File: src/rtl/bcd_display_scanner_pkg.sv
// Shared constants for the 3-digit seven-segment scanner: segment codes
// (active-low, bit order gfedcba) and slot indices.
package bcd_display_pkg;

    localparam logic [6:0] SEG_BLANK = 7'h7F;
    localparam logic [6:0] SEG_DASH  = 7'h3F;

    // Entry n is the pattern for BCD digit n; listed from 9 down to 0.
    localparam logic [9:0][6:0] SEG_TABLE = {
        7'h10, 7'h00, 7'h78, 7'h02, 7'h12,
        7'h19, 7'h30, 7'h24, 7'h79, 7'h40
    };

    localparam logic [1:0] SLOT_ONES     = 2'd0;
    localparam logic [1:0] SLOT_TENS     = 2'd1;
    localparam logic [1:0] SLOT_HUNDREDS = 2'd2;

endpackage

File: src/rtl/bcd_display_scanner_if.sv
// Digit input and display output bundle between the BCD stage and the scanner.
interface bcd_display_scanner_if;
    logic       load;
    logic [3:0] hundreds;
    logic [3:0] tens;
    logic [3:0] ones;
    logic       blank_lz;
    logic [2:0] an;
    logic [6:0] seg;
    logic       frame_tick;

    modport master (
        output load, hundreds, tens, ones, blank_lz,
        input  an, seg, frame_tick
    );

    modport slave (
        input  load, hundreds, tens, ones, blank_lz,
        output an, seg, frame_tick
    );
endinterface

File: src/rtl/bcd_display_scanner_seg7_decode.sv
// Combinational digit to active-low segment decoder; codes above 9 show a dash.
module seg7_decode
    import bcd_display_pkg::*;
(
    input  logic [3:0] digit,
    input  logic       blank,
    output logic [6:0] seg
);
    always_comb begin
        seg = SEG_BLANK;
        if (!blank) begin
            if (digit > 4'd9) begin
                seg = SEG_DASH;
            end else begin
                seg = SEG_TABLE[digit];
            end
        end
    end
endmodule

File: src/rtl/bcd_display_scanner.sv
// Time-multiplexed 3-digit common-anode scanner with frame-aligned digit commit,
// per-slot anti-ghosting blanking and optional leading-zero suppression.
module bcd_display_scanner
    import bcd_display_pkg::*;
#(
    parameter int DWELL_CYCLES = 27000,
    parameter int BLANK_CYCLES = 270
) (
    input  logic                 clk,
    input  logic                 reset_n,
    bcd_display_scanner_if.slave bus
);
    localparam int CNT_W = (DWELL_CYCLES > 1) ? $clog2(DWELL_CYCLES) : 1;

    logic [CNT_W-1:0] cnt_reg, cnt_next;
    logic [1:0]       slot_reg, slot_next;
    logic [2:0][3:0]  shadow_reg, shadow_next;
    logic [2:0][3:0]  active_reg, active_next;
    logic             pending_reg, pending_next;
    logic [2:0]       an_reg, an_next;
    logic [6:0]       seg_reg, seg_next;
    logic             frame_tick_reg, frame_tick_next;

    logic             last_cnt;
    logic             wrap;
    logic             in_blank;
    logic [2:0]       lz_blank;
    logic [2:0][6:0]  slot_seg;

    assign last_cnt = (cnt_reg == CNT_W'(DWELL_CYCLES - 1));
    assign wrap     = last_cnt && (slot_reg == SLOT_HUNDREDS);
    assign in_blank = (cnt_reg < CNT_W'(BLANK_CYCLES));

    // A nonzero hundreds digit (even an invalid one) stops zero suppression.
    assign lz_blank[SLOT_ONES]     = 1'b0;
    assign lz_blank[SLOT_TENS]     = bus.blank_lz && (active_reg[SLOT_HUNDREDS] == 4'd0)
                                                  && (active_reg[SLOT_TENS] == 4'd0);
    assign lz_blank[SLOT_HUNDREDS] = bus.blank_lz && (active_reg[SLOT_HUNDREDS] == 4'd0);

    for (genvar gi = 0; gi < 3; gi++) begin : g_dec
        seg7_decode u_dec (
            .digit (active_reg[gi]),
            .blank (lz_blank[gi]),
            .seg   (slot_seg[gi])
        );
    end

    always_comb begin
        cnt_next        = cnt_reg + 1'b1;
        slot_next       = slot_reg;
        shadow_next     = shadow_reg;
        active_next     = active_reg;
        pending_next    = pending_reg;
        an_next         = 3'b111;
        seg_next        = SEG_BLANK;
        frame_tick_next = (cnt_reg == '0) && (slot_reg == SLOT_ONES);

        if (last_cnt) begin
            cnt_next  = '0;
            slot_next = (slot_reg == SLOT_HUNDREDS) ? SLOT_ONES : slot_reg + 2'd1;
        end

        // Commit uses the pre-edge shadow; a coincident load stays pending.
        if (wrap && pending_reg) begin
            active_next  = shadow_reg;
            pending_next = 1'b0;
        end
        if (bus.load) begin
            shadow_next  = {bus.hundreds, bus.tens, bus.ones};
            pending_next = 1'b1;
        end

        if (!in_blank) begin
            an_next  = ~(3'b001 << slot_reg);
            seg_next = slot_seg[slot_reg];
        end
    end

    always_ff @(posedge clk) begin
        if (!reset_n) begin
            cnt_reg        <= '0;
            slot_reg       <= SLOT_ONES;
            shadow_reg     <= '0;
            active_reg     <= '0;
            pending_reg    <= 1'b0;
            an_reg         <= 3'b111;
            seg_reg        <= SEG_BLANK;
            frame_tick_reg <= 1'b0;
        end else begin
            cnt_reg        <= cnt_next;
            slot_reg       <= slot_next;
            shadow_reg     <= shadow_next;
            active_reg     <= active_next;
            pending_reg    <= pending_next;
            an_reg         <= an_next;
            seg_reg        <= seg_next;
            frame_tick_reg <= frame_tick_next;
        end
    end

    assign bus.an         = an_reg;
    assign bus.seg        = seg_reg;
    assign bus.frame_tick = frame_tick_reg;
endmodule

File: src/flat_wrapper.sv
// flat-port wrapper written by rule: the top's interface ports become plain ports
module bcd_display_scanner_flat import bcd_display_pkg::*;
#(
    parameter int DWELL_CYCLES = 27000,
    parameter int BLANK_CYCLES = 270
)
  (clk, reset_n, bus_load, bus_hundreds, bus_tens, bus_ones, bus_blank_lz, bus_an, bus_seg, bus_frame_tick);
  bcd_display_scanner_if bus_i ();
  input  logic clk;
  input  logic reset_n;
  input wire logic [$bits(bus_i.load)-1:0] bus_load;
  input wire logic [$bits(bus_i.hundreds)-1:0] bus_hundreds;
  input wire logic [$bits(bus_i.tens)-1:0] bus_tens;
  input wire logic [$bits(bus_i.ones)-1:0] bus_ones;
  input wire logic [$bits(bus_i.blank_lz)-1:0] bus_blank_lz;
  output wire logic [$bits(bus_i.an)-1:0] bus_an;
  output wire logic [$bits(bus_i.seg)-1:0] bus_seg;
  output wire logic [$bits(bus_i.frame_tick)-1:0] bus_frame_tick;
  assign bus_i.load = bus_load;
  assign bus_i.hundreds = bus_hundreds;
  assign bus_i.tens = bus_tens;
  assign bus_i.ones = bus_ones;
  assign bus_i.blank_lz = bus_blank_lz;
  assign bus_an = bus_i.an;
  assign bus_seg = bus_i.seg;
  assign bus_frame_tick = bus_i.frame_tick;
  bcd_display_scanner #(.DWELL_CYCLES(DWELL_CYCLES), .BLANK_CYCLES(BLANK_CYCLES)) u_core (.clk(clk), .reset_n(reset_n), .bus(bus_i));
endmodule
File: config.mk
export PLATFORM = sky130hd
export DESIGN_NAME = bcd_display_scanner_flat
export DESIGN_NICKNAME = d
export VERILOG_FILES = /design/src/rtl/bcd_display_scanner_pkg.sv /design/src/rtl/bcd_display_scanner_if.sv /design/src/rtl/bcd_display_scanner_seg7_decode.sv /design/src/rtl/bcd_display_scanner.sv /design/src/flat_wrapper.sv
export SDC_FILE = /design/constraint.sdc
export NUM_CORES = 1
export LEC_CHECK = 0
export CAP_MARGIN = 20
export CORE_MARGIN = 3
export CORE_UTILIZATION = 60
export DETAILED_ROUTE_END_ITERATION = 8
export DONT_BUFFER_PORTS = 1
export GPL_ROUTABILITY_DRIVEN = 0
export PLACE_DENSITY = 0.84
export SLEW_MARGIN = 20
export SYNTH_ARGS = -nofsm -noshare
export SYNTH_HDL_FRONTEND = slang
export SYNTH_HIERARCHICAL = 1
export SYNTH_SLANG_ARGS = --single-unit
File: constraint.sdc
create_clock -name clk -period 2.3 [get_ports clk]
set_input_delay 0.46 -clock clk [delete_from_list [all_inputs] [get_ports clk]]
set_output_delay 0.46 -clock clk [all_outputs]
set_load 0.02 [all_outputs]
==> results.json <==
{
  "rows": 24,
  "drtIter0Drc": 195,
  "ys_types": 38,
  "cts_made_buffers": 5,
  "antenna_found_initial": 0,
  "synthFlopType": "dfxtp_1",
  "seq_area_frac_synth_pct": 36.5,
  "start_util_pct": 64.6,
  "worstHoldPathCells": 1,
  "grt.overflow.total": 0,
  "ir_worst_vdd_mv": 0.527,
  "cts_resized": 0,
  "hold-path-endpoint": "u_core/shadow_reg[10]",
  "cts-root-buf": "clkbuf_8",
  "cpPeakStageDelay_ns": 0.43,
  "timing.hold.ws_ns": 0.292,
  "ys_ff_latch": 53,
  "placeableCoreArea_sq_um": 4500,
  "routed_wl_um": 5070,
  "hold_path_startpoint": "reset_n",
  "fin_cells": 374,
  "cts_setup_buffers": 0,
  "dp.cells": 366,
  "grt_util_all_layers_pct": 19.1,
  "holdCritPathClass": "input port to flop",
  "pin_count": 27,
  "cts_max_level": 2,
  "cp_max_fo": 12,
  "port-buffer-count": 0,
  "yosysWarnings": 6,
  "cap_violations": 0,
  "vias": 2129,
  "finalNetCount": 354,
  "finalSetupViolCount": 0,
  "drc": 0,
  "r2r_end": "u_core/active_reg[9]",
  "critPathKind": "flop to flop",
  "routedWlPerCell_um": 13.6,
  "hpwl_um": 3800,
  "r2r_slack_ns": 0.29,
  "clk_pin_slew_ns": 0.09,
  "r2r_cells": 6,
  "die_w_um": 75.6,
  "avgSynthCellArea_sq_um": 8.85,
  "p_leak_nw": 1.09,
  "clock_sinks": 53,
  "grt_pass1_vias": 1823,
  "slew_violations": 0,
  "hold_viol_final": 0,
  "total_power_mw": 1.58,
  "slowest_stage": "nor4_4",
  "grt_first_pass_wirelength_um": 8340,
  "final_cell_area_sq_um": 2980,
  "clk_path_buf_depth": 2,
  "diodes": 0,
  "syn2layout_area_growth_pct": 2.41,
  "insertion_delay_ns": 0.30,
  "powerDensity_nw_per_um2": 530,
  "worstPathRequired_ns": 2.54,
  "drive_above_1_share_pct": 7.14,
  "die_height_um": 75.6,
  "grt_max_degree": 43,
  "finalCritPeriodShare_pct": 87.3,
  "path_cells": "ha_1 > nand4b_1 > nor4_4 > and3_1 > buf_4 > mux2i_1",
  "fmax_mhz": 498,
  "worstPathArrival_ns": 2.24,
  "ant_nets": 0,
  "die-area_sq_um": 5720,
  "placed_area_sq_um": 2880,
  "rsz0062_at_grt": "no",
  "fin_worst_skew_ns": 0.00412,
  "setup.worst_path.start_class": "flop",
  "largest_reg_flops": 15,
  "synth_edf_count": 0,
  "synthCells": 329,
  "viasPerCell": 5.69,
  "synthArstFlopShare_pct": 0,
  "worstSetupEndpointType": "flop",
  "firstDrtPassIters": 4,
  "status": "finished clean",
  "cts_tree": "yes",
  "fin_tns_setup_ns": 0,
  "r2r-start": "u_core/cnt_reg[1]",
  "netlist_area_sq_um": 2910,
  "layout_min_cycle_time_ns": 2.01,
  "holdBufCountCts": 0
}
## per-layer routing
metal | global-route usage (%) | wire [um] | vias to the layer above
met2 | 27.8 | 2190 | 56
met1 | 27.8 | 2520 | 978
met3 | 3.96 | 302 | 4
li1 | - | - | 1091
met4 | 6.99 | 57 | 0
met5 | 0 | 0 | -
## report_power, final
group / internal [mW] / switching [mW]
clock network: 0.248 / 0.305
logic: 0.0367 / 0.0334
registers: 0.937 / 0.0175
## cells in the mapped netlist, drive strengths merged, types with 4 or more instances
library cell | count | share of area [%]
a21oi | 15 | 3.7
buf | 10 | 3.1
clkbuf | 10 | 1.3
dfxtp | 53 | 36
ha | 17 | 7.3
inv | 13 | 1.7
mux2i | 33 | 11
nand2 | 53 | 6.8
nand2b | 4 | 0.86
nand3 | 5 | 0.86
nand4 | 6 | 1.3
nor2 | 26 | 3.4
nor2b | 16 | 3.4
nor3 | 4 | 0.69
nor4 | 5 | 1.6
o211ai | 10 | 2.6
o21ai | 10 | 1.7
o21bai | 6 | 2.7
xnor2 | 6 | 1.8
xor2 | 7 | 2.1
## final cells by class
| cell class | count | area (sq um) |
|---|---|---|
| timing repair buffer | 4 | 30.0 |
| tap | 52 | 65.1 |
| multi-input combinational | 244 | 1680 |
| inverter | 13 | 48.8 |
| clock inverter | 2 | 16.3 |
| clock buffer | 6 | 82.6 |
| sequential | 53 | 1060 |
| fill | 344 | 1520 |
## placed cells by master, fill, tap and decap left out, drive strengths merged
cell | Yosys | layout
buf | 10 | 4
inv | 13 | 14
xor2 | 7 | 7
a31oi | 1 | 1
nand2 | 53 | 53
nor2b | 16 | 16
nand3 | 5 | 5
nor3 | 4 | 4
or3 | 1 | 1
dfxtp | 53 | 53
mux2i | 33 | 33
xnor2 | 6 | 6
and4 | 3 | 3
nand4 | 6 | 6
nand4b | 2 | 2
and2b | 3 | 3
ha | 17 | 17
nor4 | 5 | 5
o21bai | 6 | 6
clkinvlp | 0 | 1
clkbuf | 10 | 6
and2 | 2 | 2
nand2b | 4 | 4
o211ai | 10 | 10
nor2 | 26 | 26
o21a | 2 | 2
conb | 1 | 2
and3 | 3 | 3
o21ai | 10 | 10
a21oi | 15 | 15
or4 | 2 | 2
## stage by stage
stage,utilization (%),setup WS (ns)
6_report,66.2,0.293
5_1_grt,66.2,0.114
4_1_cts,66.2,0.292
3_5_place_dp,64.0,0.322
3_3_place_gp,64.0,0.443
2_1_floorplan,-,0.509
## critical path: cells and delay by family, from the launching register on
kind | cells | cell delay, ns
AND/OR/NAND/NOR | 3 | 0.82
flip-flops | 1 | 0.41
adder cells (fa/ha/maj) | 1 | 0.26
buffers and inverters | 1 | 0.22
multiplexers | 1 | 0.21
## worst max path at each step
stage,startpoint,to,slack [ns],depth (start not counted)
floorplan,u_core/cnt_reg[9],u_core/active_reg[0],0.51,7
global placement,u_core/cnt_reg[0],u_core/active_reg[2],0.44,6
detailed placement,u_core/cnt_reg[1],u_core/active_reg[9],0.32,6
CTS,u_core/cnt_reg[1],u_core/active_reg[9],0.29,6
global route,u_core/cnt_reg[1],u_core/active_reg[5],0.11,6
finish,u_core/cnt_reg[1],u_core/active_reg[9],0.29,6
## logic make-up (layout without fill, tap and decap cells)
group,after synthesis,count (layout),share of synthesized area [%]
simple gates,135,135,23.3
fa+ha+maj,17,17,7.31
buf+inv,33,25,6.06
other cells,1,2,0.129
xor+xnor,13,13,3.91
flops,53,53,36.5
mux,33,33,11.4
compound gates,44,44,11.5
Power figures use the tool's default switching activity.
